`src/rtl/serv_bus_loader_pkg.sv`:
```
// Shared definitions for the SERV bus loader: command opcodes, response
// status bytes and the command FSM state encoding.
package serv_bus_loader_pkg;

  // Command opcodes (ASCII)
  localparam logic [7:0] OP_WRITE = 8'h57;  // 'W'
  localparam logic [7:0] OP_READ  = 8'h52;  // 'R'
  localparam logic [7:0] OP_GO    = 8'h47;  // 'G'
  localparam logic [7:0] OP_HALT  = 8'h48;  // 'H'

  // Response status bytes
  localparam logic [7:0] STS_OK      = 8'h06;
  localparam logic [7:0] STS_TIMEOUT = 8'h15;
  localparam logic [7:0] STS_BADCMD  = 8'h3F;

  typedef enum logic [2:0] {
    S_IDLE,
    S_ADDR,
    S_DATA,
    S_BUS,
    S_RESP
  } state_t;

endpackage

```
`src/rtl/serv_bus_loader_tx.sv`:
```
// Response serializer for the bus loader.
// Ports:
//   i_clk, i_reset         clock, synchronous active-high reset
//   i_load                 capture i_resp/i_len and start sending
//   i_resp[39:0]           response bytes, byte 0 in [7:0] is sent first
//   i_len[2:0]             number of bytes to send (1 or 5)
//   o_tx_data/o_tx_valid   byte stream towards the sink
//   i_tx_ready             sink accepts the presented byte
//   o_done                 final byte is being accepted this cycle
module serv_bus_loader_tx (
  input  logic        i_clk,
  input  logic        i_reset,
  input  logic        i_load,
  input  logic [39:0] i_resp,
  input  logic [2:0]  i_len,
  output logic [7:0]  o_tx_data,
  output logic        o_tx_valid,
  input  logic        i_tx_ready,
  output logic        o_done
);

  // Bytes 1..4 wait here; byte 0 goes straight to o_tx_data on load.
  logic [31:0] rest_q;
  logic [2:0]  idx;
  logic [2:0]  len_q;
  logic        fire;
  logic        last;

  assign fire   = o_tx_valid && i_tx_ready;
  assign last   = (idx == len_q - 3'd1);
  assign o_done = fire && last;

  always_ff @(posedge i_clk) begin
    if (i_reset) begin
      o_tx_valid <= 1'b0;
      o_tx_data  <= 8'h00;
      idx        <= 3'd0;
      len_q      <= 3'd0;
    end else if (i_load) begin
      o_tx_valid <= 1'b1;
      o_tx_data  <= i_resp[7:0];
      idx        <= 3'd0;
      len_q      <= i_len;
    end else if (fire) begin
      if (last) begin
        o_tx_valid <= 1'b0;
        o_tx_data  <= 8'h00;
        idx        <= 3'd0;
      end else begin
        o_tx_data <= rest_q[7:0];
        idx       <= idx + 3'd1;
      end
    end
  end

  always_ff @(posedge i_clk) begin
    if (i_load) begin
      rest_q <= i_resp[39:8];
    end else if (fire) begin
      rest_q <= {8'h00, rest_q[31:8]};
    end
  end

endmodule

```
`src/rtl/serv_bus_loader.sv`:
```
// Host-side bus initiator: decodes a byte-stream command protocol into
// single-word SERV-style bus transactions and controls the CPU reset.
// Ports:
//   i_clk, i_reset                    clock, synchronous active-high reset
//   i_rx_data/i_rx_valid/o_rx_ready   command byte stream in
//   o_tx_data/o_tx_valid/i_tx_ready   response byte stream out
//   o_bus_adr/dat/sel/we/cyc          bus request (word aligned)
//   i_bus_rdt/i_bus_ack               bus response
//   o_cpu_reset                       holds the SERV core in reset while high
module serv_bus_loader
  import serv_bus_loader_pkg::*;
#(
  parameter int TIMEOUT_CYCLES = 1024
) (
  input  logic        i_clk,
  input  logic        i_reset,
  input  logic [7:0]  i_rx_data,
  input  logic        i_rx_valid,
  output logic        o_rx_ready,
  output logic [7:0]  o_tx_data,
  output logic        o_tx_valid,
  input  logic        i_tx_ready,
  output logic [31:0] o_bus_adr,
  output logic [31:0] o_bus_dat,
  output logic [3:0]  o_bus_sel,
  output logic        o_bus_we,
  output logic        o_bus_cyc,
  input  logic [31:0] i_bus_rdt,
  input  logic        i_bus_ack,
  output logic        o_cpu_reset
);

  localparam int TMO_W = (TIMEOUT_CYCLES > 1) ? $clog2(TIMEOUT_CYCLES) : 1;
  localparam logic [TMO_W-1:0] TMO_LAST = TMO_W'(TIMEOUT_CYCLES - 1);
  localparam logic [TMO_W-1:0] TMO_ONE  = TMO_W'(1);

  state_t           state, state_n;
  logic [1:0]       byte_cnt;
  logic             is_write;
  logic [TMO_W-1:0] tmo_cnt;
  logic             rx_fire;
  logic             byte_last;
  logic             tx_load;
  logic             tx_done;
  logic [39:0]      resp_bytes;
  logic [2:0]       resp_len;

  assign rx_fire   = i_rx_valid && o_rx_ready;
  assign byte_last = (byte_cnt == 2'd3);

  always_comb begin
    state_n    = state;
    tx_load    = 1'b0;
    resp_bytes = 40'h0;
    resp_len   = 3'd1;
    case (state)
      S_IDLE: begin
        if (rx_fire) begin
          if (i_rx_data == OP_WRITE || i_rx_data == OP_READ) begin
            state_n = S_ADDR;
          end else begin
            state_n          = S_RESP;
            tx_load          = 1'b1;
            resp_bytes[7:0]  = (i_rx_data == OP_GO || i_rx_data == OP_HALT) ? STS_OK : STS_BADCMD;
          end
        end
      end
      S_ADDR: begin
        if (rx_fire && byte_last) state_n = is_write ? S_DATA : S_BUS;
      end
      S_DATA: begin
        if (rx_fire && byte_last) state_n = S_BUS;
      end
      S_BUS: begin
        // Ack only counts while the request is actually up.
        if (o_bus_cyc && i_bus_ack) begin
          state_n    = S_RESP;
          tx_load    = 1'b1;
          resp_bytes = {i_bus_rdt, STS_OK};
          resp_len   = is_write ? 3'd1 : 3'd5;
        end else if (tmo_cnt == TMO_LAST) begin
          state_n         = S_RESP;
          tx_load         = 1'b1;
          resp_bytes[7:0] = STS_TIMEOUT;
        end
      end
      S_RESP: begin
        if (tx_done) state_n = S_IDLE;
      end
      default: state_n = S_IDLE;
    endcase
  end

  always_ff @(posedge i_clk) begin
    if (i_reset) begin
      state       <= S_IDLE;
      byte_cnt    <= 2'd0;
      is_write    <= 1'b0;
      tmo_cnt     <= '0;
      o_rx_ready  <= 1'b0;
      o_bus_cyc   <= 1'b0;
      o_bus_we    <= 1'b0;
      o_bus_sel   <= 4'h0;
      o_bus_adr   <= 32'h0;
      o_bus_dat   <= 32'h0;
      o_cpu_reset <= 1'b1;
    end else begin
      state      <= state_n;
      // Registered so it is low in reset and tracks the state being entered.
      o_rx_ready <= (state_n == S_IDLE) || (state_n == S_ADDR) || (state_n == S_DATA);

      if (rx_fire) begin
        case (state)
          S_IDLE: begin
            byte_cnt <= 2'd0;
            is_write <= (i_rx_data == OP_WRITE);
            if (i_rx_data == OP_GO)   o_cpu_reset <= 1'b0;
            if (i_rx_data == OP_HALT) o_cpu_reset <= 1'b1;
          end
          S_ADDR: begin
            // Shift LSB-first bytes down from the top. Bits [9:8] are dropped on
            // each shift; on the final shift those are byte 0's low bits, which
            // leaves the address word aligned.
            o_bus_adr <= {i_rx_data, o_bus_adr[31:10], 2'b00};
            byte_cnt  <= byte_cnt + 2'd1;
          end
          S_DATA: begin
            o_bus_dat <= {i_rx_data, o_bus_dat[31:8]};
            byte_cnt  <= byte_cnt + 2'd1;
          end
          default: ;
        endcase
      end

      if (state != S_BUS && state_n == S_BUS) begin
        o_bus_cyc <= 1'b1;
        o_bus_we  <= is_write;
        o_bus_sel <= 4'hF;
        tmo_cnt   <= '0;
      end else if (state == S_BUS && state_n != S_BUS) begin
        o_bus_cyc <= 1'b0;
        o_bus_we  <= 1'b0;
        o_bus_sel <= 4'h0;
      end else if (state == S_BUS) begin
        tmo_cnt <= tmo_cnt + TMO_ONE;
      end
    end
  end

  serv_bus_loader_tx u_tx (
    .i_clk      (i_clk),
    .i_reset    (i_reset),
    .i_load     (tx_load),
    .i_resp     (resp_bytes),
    .i_len      (resp_len),
    .o_tx_data  (o_tx_data),
    .o_tx_valid (o_tx_valid),
    .i_tx_ready (i_tx_ready),
    .o_done     (tx_done)
  );

endmodule

```
`config.mk`:
```
export PLATFORM = sky130hd
export DESIGN_NAME = serv_bus_loader
export DESIGN_NICKNAME = d
export VERILOG_FILES = /design/src/rtl/serv_bus_loader_pkg.sv /design/src/rtl/serv_bus_loader_tx.sv /design/src/rtl/serv_bus_loader.sv
export SDC_FILE = /design/constraint.sdc
export NUM_CORES = 1
export LEC_CHECK = 0
export ABC_AREA = 1
export ABC_CLOCK_PERIOD_IN_PS = 8500
export CORE_MARGIN = 2
export CORE_UTILIZATION = 45
export CTS_CLUSTER_SIZE = 24
export DETAILED_ROUTE_END_ITERATION = 10
export HOLD_SLACK_MARGIN = 0.12
export PLACE_DENSITY_LB_ADDON = 0.08
export SYNTH_ARGS = -nofsm -noshare
export SYNTH_HDL_FRONTEND = slang
export SYNTH_SLANG_ARGS = --single-unit
```
`constraint.sdc`:
```
create_clock -name i_clk -period 8.5 [get_ports i_clk]
set_clock_uncertainty 0.1 [all_clocks]
set_input_delay 2.125 -clock i_clk [delete_from_list [all_inputs] [get_ports i_clk]]
set_output_delay 2.125 -clock i_clk [all_outputs]
set_load 0.01 [all_outputs]
```
# Yosys cells after proc, flatten, opt, wreduce, memory -nomap -nowiden
# Cells that the tools add are included.
[totals] register_bits=133 input_bits=45
[op_classes] eq_ne=16 addsub=4 mux=42 n_bitwise=1 reduce_logical=28
[ops] operator="32-bit two-way mux" count=4
[ops] operator="3-bit two-way mux" count=11
[ops] operator="8-bit by 7-bit == test with 1-bit output (second input constant)" count=4
[ops] operator="8-bit two-way mux" count=4
[ops] operator="6-bit two-way mux" count=3
[ops] operator="8-bit case mux with 2 select lines" count=1
[ops] operator="3-bit case mux with 5 select lines" count=1
[ops] operator="1-bit two-way mux" count=13
[ops] operator="3-bit by 2-bit == test with 1-bit output (second input constant)" count=4
[ops] operator="2-bit AND reduction" count=6
[ops] operator="10-bit by 1-bit adder with 10-bit output (second input constant)" count=1
[ops] operator="10-bit == test (second input constant)" count=1
[ops] operator="2-bit nonzero test" count=5
[ops] operator="4-bit two-way mux" count=2
[ops] operator="1-bit logical AND" count=7
[ops] operator="3-bit by 1-bit == test with 1-bit output (second input constant)" count=2
[ops] operator="3-bit logical NOT" count=2
[ops] operator="3-bit by 2-bit inequality test with 1-bit output (second input constant)" count=2
[ops] operator="2-bit OR reduction" count=3
[ops] operator="5-bit two-way mux" count=1
[ops] operator="1-bit logical OR" count=4
[ops] operator="2-bit case mux with 2 select lines" count=1
[ops] operator="3-bit by 1-bit adder with 3-bit output (second input constant)" count=1
[ops] operator="3-bit == test" count=1
[ops] operator="7 further kinds" count=7

# Longest topological paths before layout
[logic_depth] word_depth=9 mapped_depth=18 mapped_depth_nobuf=18

# Hierarchy
# A second synthesis with hierarchy kept.
[unflattened] hier_cells=764 area_unflattened_um2=5869.4
[modules_own_cells] module="serv_bus_loader" seq_area_each_um2=1641.6 cells_each=503 instances=1 area_per_inst_um2=3608.5
[modules_own_cells] module="serv_bus_loader_tx" seq_area_each_um2=1261.2 cells_each=261 instances=1 area_per_inst_um2=2260.9

# Least setup slack after synthesis
# Ideal clock, no wire load.
[synth_timing] kind="input to register" from="input i_rx_data[7]" to="register u_tx.rest_q[0], enable pin" setup_slack_ns=4.309 n_path_buf=0 path_stages=6 arrival_time_ns=3.505 required_time_ns=7.813 path_cell_list="inv_1 nand2_1 nor2_2 nand3_1 nand2_4 nand3_1"
[synth_between] elab_chain_cells=6 elab_cells_between_ends=7 classes_between="eq/ne (2); mux (3); reduce/logical (2)"
[synth_lines] element="from (decl)" line_no="serv_bus_loader.sv:17" text="input logic [7:0] i_rx_data,"
[synth_lines] element="8-bit by 7-bit == test with 1-bit output" line_no="serv_bus_loader.sv:59" text="if (i_rx_data == OP_WRITE || i_rx_data == OP_READ) begin"
[synth_lines] element="1-bit logical OR *" line_no="serv_bus_loader.sv:59"
[synth_lines] element="1-bit two-way mux *" line_no="serv_bus_loader.sv:59"
[synth_lines] element="1-bit two-way mux *" line_no="serv_bus_loader.sv:58" text="if (rx_fire) begin"
[synth_lines] element="1-bit case mux with 2 select lines *" line_no="serv_bus_loader.sv:56" text="case (state)"
[synth_lines] element="2-bit nonzero test (no line) *"
[synth_lines] element="to (signal assigned)" line_no="serv_bus_loader_tx.sv:58" text="rest_q <= i_resp[39:8];"
[synth_lines] element="to (signal assigned)" line_no="serv_bus_loader_tx.sv:60" text="rest_q <= {8'h00, rest_q[31:8]};"
[synth_lines] element="to (decl)" line_no="serv_bus_loader_tx.sv:23" text="logic [31:0] rest_q;"
# Every way passes the cells marked *; elsewhere a longest branch is shown, timed or not.
# A chain may end at the register's enable or synchronous reset.

# Worst setup path in the final report
[layout_timing] from="input i_rx_valid" to="register o_bus_dat[8]"
[layout_between] elab_chain_cells=2
[layout_lines] element="from (decl)" line_no="serv_bus_loader.sv:18" text="input logic i_rx_valid,"
[layout_lines] element="1-bit logical AND" line_no="serv_bus_loader.sv:48" text="assign rx_fire = i_rx_valid && o_rx_ready;"
[layout_lines] element="2-bit AND reduction (no line)"
[layout_lines] element="to (signal assigned)" line_no="serv_bus_loader.sv:128" text="o_bus_dat <= {i_rx_data, o_bus_dat[31:8]};"
[layout_lines] element="to (decl)" line_no="serv_bus_loader.sv:24" text="output logic [31:0] o_bus_dat,"
# No other way between the ends.

==> impl_metrics.ini <==
[synthesis]
synth_top_family_by_area = simple AND/OR/NAND/NOR gates
ys_types = 31
synthAdderAreaFrac_pct = 1.20
synth_compound_area_share_pct = 15.0
async_reset_ff_share_pct = 0
synth_edf_count = 32
synth_seq_cells = 128
yosysTopAreaCell = dfxtp_1
synth-simple-area-share_pct = 21.0
synth.area.mux_share_pct = 0
netlist_top_cells_count = 133 x nor2_1, 96 x dfxtp_1, 74 x o21ai_0, 72 x nand2_1, 52 x inv_1
synthFlopType = dfxtp_1
synthXorXnorAreaFrac_pct = 0.168
synthMostInstantiatedCell = nor2_1
synth_area_leaders = dfxtp_1 37%, edfxtp_1 18%, nor2_1 9.6%
syn_inst = 612
synth_warnings = 0
syn_avg_cell_area_um2 = 8.49
synth_area_um2 = 5200
synth.top_cell.area_share_pct = 37.0
synth-seq-area-share_pct = 55.5

[global_route]
grt_pass1_vias = 4331
grt-ovfl-total = 0
grt_pass1_wl_um = 20000
grt_usage_pct = 19.9
grt_start_max_net_pins = 75
antenna_found_initial = 0

[cts]
clkTransAtPathRegs_ns = 0.05
cts_made_buffers = 17
clockBufferDepth = 2
hold_buffers = 0
root_buffer = clkbuf_16
postCtsSetupBuffers = 0
clk_latency_ns = 0.41
cts.htree.levels = 4
cts_tree = yes
cts.repair.resized = 0
clock_sinks = 128

[cells_and_area]
seq_area_um2 = 2880
syn_to_final_growth_pct = 35.2
multi_input_area_um2 = 1950
final_nets = 777
final.fill_count = 1000
drive_gt1_share_pct = 6.50
fin_cells = 882
final_util_pct = 61.8
diodes = 0
final_area_um2 = 7030

[sta]
fin_ws_ns = 3.72
slew_violations = 0
min_period_over_period_pct = 56.2
maxSlewHeadroom_pct = 22.6
holdWs_ns = 0.366
period_minus_slack_ns = 4.78
fmax_mhz = 209
fin_tns_setup_ns = 0
finalHoldViolCount = 0
tightestPinTransition_ns = 1.16
setup_viol = 0
rsz0062_at_grt = false

[place]
io_buffers = 123
dp_worst_setup_slack_ns = 3.33
gp_congestion = 0.822
placed_area_um2 = 6470
dp_cells = 851
place_hpwl_um = 7970

[detailed_routing]
drc_errors = 0
drt_iter0_markers = 248
vias = 4420
avgViaCountPerCell = 5.01
ant_nets = 0
wire_per_inst_um = 13.6
drt-pass1-iter-count = 4
wirelength_um = 12000

[critical_path]
path_class = input pin to flop
path_max_fanout = 39
crit_buf_inv = 2
cp_top_family = simple AND/OR/NAND/NOR gates
critPathRequiredTime_ns = 8.69
critPathArrivalTime_ns = 4.97
cpMostUsedCell = nor2_1
crit_path_max_incr_delay_ns = 0.94
worst_setup_path_start_kind = input pin
critPathLaunch = i_rx_valid
endpoint_kind = flop
r2r_start = state[0]
cp_slowest_cell = clkinv_1
crit_path_cell_trace = clkdlybuf4s50_1 -> nand2_1 -> nor2_2 -> clkinv_1 -> nor2_1 -> nor2_1

[power]
cellPowerDensity_nw_per_um2 = 202
p_leak_nw = 3.06
power.total_mw = 1.42
vdd_drop_max_uv = 147

[die]
ios = 126
die_w_um = 111
core-area_um2 = 11400
initial_core_util_pct = 45.7
placementRows = 39
die_area_um2 = 12400
die_h_um = 111

[outcome]
status = complete, no violations

[job]
cap_violations = 0

[min_path]
hp-class = flop to flop
hp-start = u_tx.rest_q[5]
## cell families (layout without fill, tap and decap cells)
group	count (synthesis)	in the layout
buffers and inverters	85	211
AO/OA/AOI/OAI	136	136
AND/OR/NAND/NOR	256	256
other	1	2
adder cells (fa/ha/maj)	5	5
XOR/XNOR	1	1
flip-flops	128	128
## flip-flops by register name, summed over array words and instances (netlist names), 2 cells and up
signal          count
byte_cnt            2
o_bus_adr          30
o_bus_dat          32
state               3
tmo_cnt            10
u_tx.idx            3
u_tx.len_q          2
u_tx.o_tx_data      8
u_tx.rest_q        32
## power breakdown
part	switching, mW	leakage, nW	total, mW	internal [mW]
sequential	0.00675	1.07	0.654	0.647
clock	0.248	0.273	0.677	0.429
combinational	0.0448	1.72	0.0879	0.0431
## worst reg2reg max path, cell delays in order, from the launching register on
cell and delay (ns):
dfxtp_1 0.34, inv_1 0.10, nand3_1 0.19, nor2_2 0.92
clkinv_1 0.95, nor2_1 0.30, nor2_1 0.08
## cell usage in the layout, fill, tap and decap left out, drive strengths merged, types with 3 or more instances in the layout
cell type / count
clkbuf: 25
inv: 53
edfxtp: 32
o21ai: 74
nor2: 138
clkdlybuf4s50: 123
clkinv: 5
ha: 5
nand4: 9
nand2: 78
a21oi: 34
a22o: 24
nor3: 3
buf: 3
nand3: 24
dfxtp: 96
## per-layer routing
layer / vias to the layer above / track usage [%] / share of wire (%)
met5: - / 0 / 0
met4: 0 / 7.90 / 1.2
met3: 11 / 6.80 / 6.3
met2: 107 / 33.1 / 49
met1: 2048 / 23.7 / 44
li1: 2254 / - / -
## cell type report
class	count	share of cell area (%)
Tap cell	143	2.55
Inverter	54	2.92
Clock buffer	25	7.05
Timing Repair Buffer	126	17.8
Multi-Input combinational cell	400	27.8
Sequential cell	128	41.0
Clock inverter	6	0.819
## worst paths after layout
kind	to	slack (ns)	cells past startpoint
setup reg to reg	o_bus_dat[8]	5.41	6
hold / removal	u_tx.o_tx_data[5]	0.37	2
hold reg to reg	u_tx.o_tx_data[5]	0.37	2
setup / recovery	o_bus_dat[8]	3.72	6
Power figures use the tool's default switching activity.
